**src/rtl/ctrldp_test_pkg.sv**
```systemverilog
// Shared constants, state encoding and arctangent table
// for the 16-iteration rotation-mode CORDIC block.
package ctrldp_test_pkg;

    localparam int DATA_W = 16;
    localparam int FRAC_W = 14;
    localparam int N_ITER = 16;
    localparam int IDX_W  = 4;
    localparam int CNT_W  = 5;

    // 1/prod(sqrt(1+2^-2i)) in Q2.14
    localparam logic signed [DATA_W-1:0] K_INIT = 16'sh26DD;

    localparam logic [IDX_W-1:0] ITER_LAST = IDX_W'(N_ITER - 1);

    typedef enum logic [1:0] {
        ST_IDLE = 2'd0,
        ST_LOAD = 2'd1,
        ST_ITER = 2'd2,
        ST_DONE = 2'd3
    } state_e;

    function automatic logic signed [DATA_W-1:0] atan_lut(
        input logic [IDX_W-1:0] idx
    );
        logic signed [DATA_W-1:0] a;
        a = '0;
        unique case (idx)
            4'd0:  a = 16'sd12868;
            4'd1:  a = 16'sd7596;
            4'd2:  a = 16'sd4014;
            4'd3:  a = 16'sd2037;
            4'd4:  a = 16'sd1023;
            4'd5:  a = 16'sd512;
            4'd6:  a = 16'sd256;
            4'd7:  a = 16'sd128;
            4'd8:  a = 16'sd64;
            4'd9:  a = 16'sd32;
            4'd10: a = 16'sd16;
            4'd11: a = 16'sd8;
            4'd12: a = 16'sd4;
            4'd13: a = 16'sd2;
            4'd14: a = 16'sd1;
            4'd15: a = 16'sd0;
        endcase
        return a;
    endfunction

endpackage

```
**src/rtl/ctrldp_test_cordic_atan_rom.sv**
```systemverilog
// Combinational arctangent ROM: atan(2^-idx) in Q2.14.
module cordic_atan_rom
    import ctrldp_test_pkg::*;
(
    input  logic [IDX_W-1:0]         idx_i,
    output logic signed [DATA_W-1:0] angle_o
);

    assign angle_o = atan_lut(idx_i);

endmodule

```
**config.mk**
```make
export PLATFORM = sky130hd
export DESIGN_NAME = cordic_atan_rom
export DESIGN_NICKNAME = d
export VERILOG_FILES = /design/src/rtl/ctrldp_test_pkg.sv /design/src/rtl/ctrldp_test_cordic_atan_rom.sv
export SDC_FILE = /design/constraint.sdc
export NUM_CORES = 1
export LEC_CHECK = 0
export ABC_AREA = 1
export BUFFER_PORTS_ARGS = -buffer_cell sky130_fd_sc_hd__buf_2
export CAP_MARGIN = 20
export CORE_AREA = 8 8 45 47
export DETAILED_ROUTE_END_ITERATION = 7
export DIE_AREA = 0 0 53 55
export GPL_TIMING_DRIVEN = 0
export PLACE_DENSITY = 0.52
export SYNTH_ARGS = -nofsm -noshare
export SYNTH_HDL_FRONTEND = slang
export SYNTH_SLANG_ARGS = --single-unit
```
**constraint.sdc**
```tcl
create_clock -name vclk -period 2.5
set_input_delay 0.5 -clock vclk [all_inputs]
set_output_delay 0.5 -clock vclk [all_outputs]
set_load 0.1 [all_outputs]
```
=== Yosys cells after proc, flatten, opt, wreduce, memory -nomap -nowiden ===
Memory sizes are Yosys's and may differ from the RTL's.
Cells that the tools add are included.

* Register bits after elaboration: 0
* Memory bits (read-only): 224
* Bits of input ports: 4
* Output and inout port bits: 16
* Word-level logic and storage cells: 1
* Memories: 1

{| class="wikitable"
|+ Memories
! name !! words !! width !! read ports !! clocked after memory_dff !! write ports !! line !! text
|-
| (name not given) || 16 || 14 || 1 || 0 || 0 || ctrldp_test_pkg.sv:28 || <nowiki>unique case (idx)</nowiki>
|}

=== Logic depth before layout (Yosys ltp) ===
Gate-level depths: netlist (run 1).
An unclocked memory read counts as a cell.

* Word-level depth: 1
* Mapped depth: 6
* Mapped depth without buffers: 6

=== Worst setup path before layout (run 1) ===
OpenSTA, ideal clock, no wires.

* Path kind: in2out
* Start: in idx_i[0]
* End: out angle_o[8]
* Arrival time: 2325 ps
* Data required time: 2000 ps
* Path slack: -325 ps
* Cell stages on the path: 5
* Buffers on the path: 0
* Path through: inv_1 ha_1 inv_1 nand2_1 o21ai_1

* Word-level cells in the longest chain between the ends: 1

{| class="wikitable"
|+ RTL lines
! item !! line !! text
|-
| from (decl) || ctrldp_test_cordic_atan_rom.sv:5 || <nowiki>input logic [IDX_W-1:0] idx_i,</nowiki>
|-
| memory read 16 x 14 bit || - ||
|-
| to (decl) || ctrldp_test_cordic_atan_rom.sv:6 || <nowiki>output logic signed [DATA_W-1:0] angle_o</nowiki>
|}

Every way passes these cells.

=== Final worst setup path (run 1) ===
* Start: in idx_i[1]
* End: out angle_o[8]

Same word-level chain as after synthesis.

==> results of run 1 <==
-- power groups by stage --
stage | combinational (mW) | clock (mW) | sequential, mW
after floorplan | 0.174 | 0 | 0
after global placement | 0.199 | 0 | 0
after detailed placement | 0.199 | 0 | 0
after CTS | 0.199 | 0 | 0
after global routing | 0.207 | 0 | 0
final | 0.198 | 0 | 0
-- per-layer routing --
| layer | vias up | global-route usage [%] | routed length (um) |
|---|---|---|---|
| li1 | 199 | - | - |
| met1 | 143 | 6.637 | 348 |
| met2 | 11 | 11.52 | 428 |
| met3 | 0 | 0.5348 | 100 |
| met4 | 0 | 0 | 0 |
| met5 | - | 0 | 0 |
-- layout make-up --
cell class / count / area, um2
Buffer: 4 / 37.54
Fill cell: 159 / 917.1
Inverter: 8 / 37.54
Multi-Input combinational cell: 43 / 291.5
Tap cell: 16 / 20.02
Timing Repair Buffer: 16 / 80.08
-- cells by family after synthesis --
family,after synthesis,share of synthesized area [%]
and+or+nand+nor,31,46.76
buffers and inverters,12,21.58
adders and majority gates,7,25.18
AOI/OAI and AO/OA,3,5.393
other,1,1.078
-- final timing paths --
check / slack, ps / cells after the start / from / endpoint
max: 230 / 7 / idx_i[1] / angle_o[8]
min: 1480 / 3 / idx_i[1] / angle_o[12]
-- synthesized netlist by cell type --
cell / count
nand2_1: 12
nand3_1: 11
ha_1: 7
inv_1: 5
nor2_1: 5
buf_4: 2
buf_6: 2
a21oi_1: 1
conb_1: 1
inv_2: 1
inv_4: 1
inv_6: 1
nand2_2: 1
nand3_4: 1
nor2_8: 1
o21ai_1: 1
o21ai_2: 1
-- through the flow --
| stage | total power, mW | hold WS, ps | instances | cell area, um2 |
|---|---|---|---|---|
| floorplan | 0.1736 | 1176 | 55 | 366.6 |
| global placement | 0.1988 | 1481 | 87 | 466.7 |
| detailed placement | 0.1994 | 1485 | 87 | 466.7 |
| CTS | 0.1995 | 1485 | 87 | 466.7 |
| global route | 0.2073 | 1500 | 87 | 466.7 |
| finish | 0.1980 | 1478 | 87 | 466.7 |
-- worst max-delay path: stages --
cell	delay, ps
buf_2	150
inv_1	100
ha_1	270
inv_1	110
nand2_1	90
o21ai_2	130
buf_2	430
==> qor.csv, run 1 <==
stage;metric;value;unit
die;rows;14;
power_and_ir_drop;p_leak;0.2946;nW
power_and_ir_drop;comb_power_share;100.0;%
yosys;yosys.area.top_type;ha_1;
route;first_pass_iters;4;
yosys;synthCells;54;
power_and_ir_drop;p_switching;0.1661;mW
timing;hold_viol_final;0;
die;die_area;0.002915;mm2
power_and_ir_drop;seqPwrFrac;0;%
power_and_ir_drop;p_clk_share;0;%
yosys;synth_area;347.8;um2
yosys;yosys.area.top_type_share;25.18;%
timing;clock.fmax;440.4;MHz
placement;dpl.hpwl;791.5;um
power_and_ir_drop;peakVddDrop;0.09168;mV
placement;place_congestion;0.7630;
route;vias;353;
final_layout;fin_nets;84;
placement;portBuffers;16;
timing;setup_viol;0;
yosys;synthTopCellsByArea;ha_1, nand3_1, nand2_1;
run_status;status;completed;
route;ant_nets;0;
final_layout;final_core_util;33.73;%
grt;grt_max_degree;10;
die;coreArea;0.001384;mm2
timing;slew_violations;0;
power_and_ir_drop;p_per_area;424.2;mW/mm2
cts;post_cts_buffers;0;
timing;min_period_over_period;90.83;%
critical_path;worstPathRequired;2000;ps
grt;grt_antenna_before_repair;0;
final_layout;syn_to_final_growth;34.17;%
final_layout;final_common_cell;buf_2;
die;ios;20;
route;remaining_drc_errors;0;
grt;grt_usage;5.722;%
power_and_ir_drop;p_int;0.03189;mW
yosys;seq_area_frac_synth;0;%
run;drv_cap;0;
yosys;ys_warn_count;0;
final_layout;seq_area;0;um2
die;die_w;53;um
critical_path;arrival;1770;ps
final_layout;clkbuf_count;0;
final_layout;layout_common_cells;buf_2, nand2_1, nand3_1;
yosys;synth.distinct_cells;17;
timing;layout_setup_ws;229.2;ps
final_layout;drive_gt1_share;45.07;%
placement;dp_slack;209.2;ps
route;drtIter0Drc;3;
worst_hold_path;hold_path.class;input port to output pin;
yosys;syn_area_per_cell;6.441;um2
critical_path;worst_setup_path_end_kind;output pin;
critical_path;critical_path_class;input port to output pin;
final_layout;antennaDiodeCount;0;
route;vias_per_cell;4.057;
grt;grt_pass1_wl;1400;um
critical_path;crit_fanout;6;
final_layout;nFlopsAndLatches;0;
timing;finalCriticalPeriod;2271;ps
route;wl;878;um
die;die_h;55;um
die;start_util;25.14;%
timing;tns;0;ps
cts;cts_hold_buf;0;
power_and_ir_drop;swShare;83.89;%
route;wl_per_cell;10.09;um
timing;rsz0062_at_grt;false;
grt;overflow;0;
critical_path;crit_path_start_kind;input port;
grt;grt_pass1_vias;321;
cts;post_cts_resized;0;
(Power assumes the default switching activity.)
==> inputs of run 2 (changes only) <==
Settings changed: CELL_PAD_IN_SITES_DETAIL_PLACEMENT set to 0, CELL_PAD_IN_SITES_GLOBAL_PLACEMENT set to 2, CORE_AREA 8 8 45 47 to unset, CORE_MARGIN set to 8, CORE_UTILIZATION set to 24, DIE_AREA 0 0 53 55 to unset, MAX_ROUTING_LAYER set to met4, PLACE_DENSITY 0.52 to 0.89.
==> qor.csv, run 2 (same netlist as run 1, synthesis figures left out) <==
stage;metric;value;unit
timing;hold_viol_final;0;
placement;place_congestion;0.7407;
timing;finalCriticalPeriod;2278;ps
critical_path;arrival;1780;ps
critical_path;worstPathRequired;2000;ps
timing;fin_hold_ws;1471;ps
final_layout;syn_to_final_growth;33.81;%
critical_path;cp_slowest_cell;buf_2;
die;coreArea;0.001334;mm2
critical_path;crit_buf_inv;4;
run_status;status;completed;
power_and_ir_drop;seqPwrFrac;0;%
route;first_pass_iters;1;
final_layout;fin_nets;84;
placement;postPlaceCellArea;465.4;um2
critical_path;critPathTopFamily;buffers and inverters;
final_layout;fin_area;465.4;um2
placement;dpl.hpwl;766.1;um
power_and_ir_drop;p_per_area;424.7;mW/mm2
critical_path;crit_path_start_kind;input port;
power_and_ir_drop;comb_power_share;100.0;%
grt;grt_antenna_before_repair;0;
final_layout;seq_area;0;um2
critical_path;max_stage_delay;430;ps
final_layout;final_cells;86;
die;die_h;54.07;um
route;wl;891;um
power_and_ir_drop;swShare;83.90;%
die;die_area;0.002924;mm2
die;die_w;54.07;um
timing;min_period_over_period;91.10;%
grt;grt_pass1_vias;326;
grt;grt_pass1_wl;1386;um
power_and_ir_drop;p_clk_share;0;%
critical_path;critical_path_class;input port to output pin;
route;wl_per_cell;10.36;um
timing;setup_viol;0;
final_layout;antennaDiodeCount;0;
timing;clock.fmax;439.1;MHz
final_layout;clkbuf_count;0;
final_layout;nFlopsAndLatches;0;
run;drv_cap;0;
die;start_util;26.08;%
route;remaining_drc_errors;0;
placement;portBuffers;16;
timing;slew_violations;0;
final_layout;layout_common_cells;buf_2, nand2_1, nand3_1;
power_and_ir_drop;peakVddDrop;0.1613;mV
die;ios;20;
final_layout;drive_gt1_share;45.07;%
final_layout;final_common_cell;buf_2;
timing;tns;0;ps
power_and_ir_drop;p_int;0.03182;mW
cts;post_cts_resized;0;
power_and_ir_drop;p_switching;0.1658;mW
grt;overflow;0;
power_and_ir_drop;p_leak;0.2946;nW
route;drtIter0Drc;0;
cts;cts_hold_buf;0;
die;rows;13;
route;vias_per_cell;4.163;
timing;rsz0062_at_grt;false;
placement;dp_cells;86;
worst_hold_path;hold_path.class;input port to output pin;
cts;post_cts_buffers;0;
critical_path;path_cells;buf_2 > inv_1 > ha_1 > inv_1 > nand2_1 > o21ai_2 > buf_2;
critical_path;worst_setup_path_end_kind;output pin;
route;ant_nets;0;
critical_path;crit_fanout;6;
grt;grt_max_degree;10;
route;vias;358;
grt;grt_usage;5.730;%
## run 2: final timing paths
check,cells past startpoint,end,start
worst max-delay path,7,angle_o[8],idx_i[1]
worst min-delay path,3,angle_o[12],idx_i[1]
## run 2: layer usage
metal  wire, um  up-vias  GRT usage [%]
met3         86        0          1.653
li1           -      202              -
met4          0        0              0
met2        386       12          9.073
met1        419      144          7.481
met5          0        -              -
## run 2: through the flow
stage               setup slack (ps)  utilization [%]  power (mW)
CTS                            203.3            34.90      0.1992
global route                   142.0            34.90      0.2066
floorplan                      153.4                -      0.1736
finish                         222.5            34.90      0.1977
detailed placement             208.5            34.90      0.1990
global placement               204.3            34.90      0.1991
## run 2: power groups by stage
stage	clock, mW	sequential, mW	combinational, mW
4_1_cts	0	0	0.199
3_3_place_gp	0	0	0.199
2_1_floorplan	0	0	0.174
5_1_grt	0	0	0.207
6_report	0	0	0.198
3_5_place_dp	0	0	0.199
## run 2: worst min-delay path: cells and delay by family
| family | cells | cell delay [ps] |
|---|---|---|
| buffers and inverters | 2 | 420 |
| and+or+nand+nor | 1 | 50 |
## run 2: area by class of cell
cell class / count / area, um2
fillers: 160 / 868.3
multi-input cells: 43 / 291.5
plain buffers: 4 / 37.54
inverters: 8 / 37.54
well taps: 15 / 18.77
repair buffers: 16 / 80.08
==> inputs of run 3 (changes only) <==
Settings changed: BUFFER_PORTS_ARGS -buffer_cell sky130_fd_sc_hd__buf_2 to unset, CORE_AREA set to 8 8 45 47, CORE_MARGIN 8 to unset, CORE_UTILIZATION 24 to unset, DIE_AREA set to 0 0 53 55, DONT_BUFFER_PORTS set to 1, PLACE_DENSITY 0.89 to 0.69.
==> qor.csv, run 3 (same netlist as run 1, synthesis figures left out) <==
stage;metric;value;unit
route;wl;952;um
final_layout;antennaDiodeCount;0;
placement;place_congestion;0.7297;
final_layout;seq_area;0;um2
route;vias;321;
die;ios;20;
route;first_pass_iters;4;
timing;layout_setup_ws;100.2;ps
die;die_area;0.002915;mm2
run_status;status;completed;
power_and_ir_drop;peakVddDrop;0.1099;mV
critical_path;worstPathRequired;2000;ps
die;die_h;55;um
route;drtIter0Drc;5;
cts;post_cts_buffers;0;
timing;hold_viol_final;0;
timing;slew_violations;0;
final_layout;final_common_cell;nand2_1;
worst_hold_path;holdCritStartpoint;idx_i[1];
route;ant_nets;0;
timing;min_period_over_period;95.99;%
placement;portBuffers;0;
grt;grt_usage;6.457;%
grt;overflow;0;
critical_path;arrival;1900;ps
timing;setup_viol;0;
critical_path;worst_setup_path_end_kind;output pin;
final_layout;final_core_util;28.48;%
die;die_w;53;um
run;drv_cap;0;
die;rows;14;
die;coreArea;0.001384;mm2
final_layout;layout_common_cells;nand2_1, nand3_1, ha_1;
critical_path;crit_path_start_kind;input port;
critical_path;critical_path_class;input port to output pin;
grt;grt_pass1_vias;312;
route;wl_per_cell;13.41;um
timing;tns;0;ps
power_and_ir_drop;p_per_area;467.1;mW/mm2
route;remaining_drc_errors;0;
placement;dp_cells;71;
final_layout;fin_nets;68;
worst_hold_path;hold_path.class;input port to output pin;
final_layout;drive_gt1_share;29.09;%
placement;dp_slack;71.98;ps
critical_path;crit_fanout;4;
grt;grt_max_degree;10;
final_layout;nFillCells;155;
worst_hold_path;hold_depth;1;
power_and_ir_drop;p_leak;0.2195;nW
grt;grt_antenna_before_repair;0;
timing;finalCriticalPeriod;2400;ps
route;vias_per_cell;4.521;
timing;max_slew.worst_pin.slew;1188;ps
timing;fin_hold_ws;1183;ps
timing;clock.fmax;416.7;MHz
final_layout;final_cells;71;
cts;post_cts_resized;0;
timing;rsz0062_at_grt;false;
final_layout;clkbuf_count;0;
timing;relSlewSlack;20.86;%
final_layout;nFlopsAndLatches;0;
grt;grt_pass1_wl;1483;um
final_layout;syn_to_final_growth;13.31;%
die;start_util;25.14;%
worst_hold_path;whs_endpoint;angle_o[12];
cts;cts_hold_buf;0;
placement;dpl.hpwl;786;um
[run 3: how the worst max path moves through the flow]
stage | start | end | slack, ps
2_1_floorplan | idx_i[0] | angle_o[8] | 150
3_3_place_gp | idx_i[0] | angle_o[8] | 80
3_5_place_dp | idx_i[0] | angle_o[8] | 70
4_1_cts | idx_i[0] | angle_o[8] | 70
5_1_grt | idx_i[0] | angle_o[10] | 20
6_report | idx_i[0] | angle_o[10] | 100
[run 3: report_power, final]
| part | internal [mW] | total, mW | switching (mW) |
|---|---|---|---|
| combinational | 0.0215 | 0.184 | 0.163 |
| clock | 0 | 0 | 0 |
| sequential | 0 | 0 | 0 |
[run 3: critical path: stages]
cell and delay (ps):
inv_1 60, ha_1 280, inv_1 110, nand2_1 120
nor2_2 820
[run 3: stage by stage]
stage,power [mW],cell area (um2)
after floorplan,0.1736,366.6
after global placement,0.1837,386.6
after detailed placement,0.1834,386.6
after CTS,0.1835,386.6
after global routing,0.1919,394.1
final,0.1841,394.1
[run 3: cell type report]
type	instances	area [um2]	area share, %
multi-input combinational	43	299.0	75.87
buffer	4	37.54	9.524
inverter	8	37.54	9.524
tap	16	20.02	5.079
[run 3: per-layer routing]
| metal | share of wire [%] | GRT usage (%) |
|---|---|---|
| met1 | 44 | 7.994 |
| met2 | 48 | 11.13 |
| met3 | 8.7 | 1.337 |
| met4 | 0 | 0 |
| met5 | 0 | - |
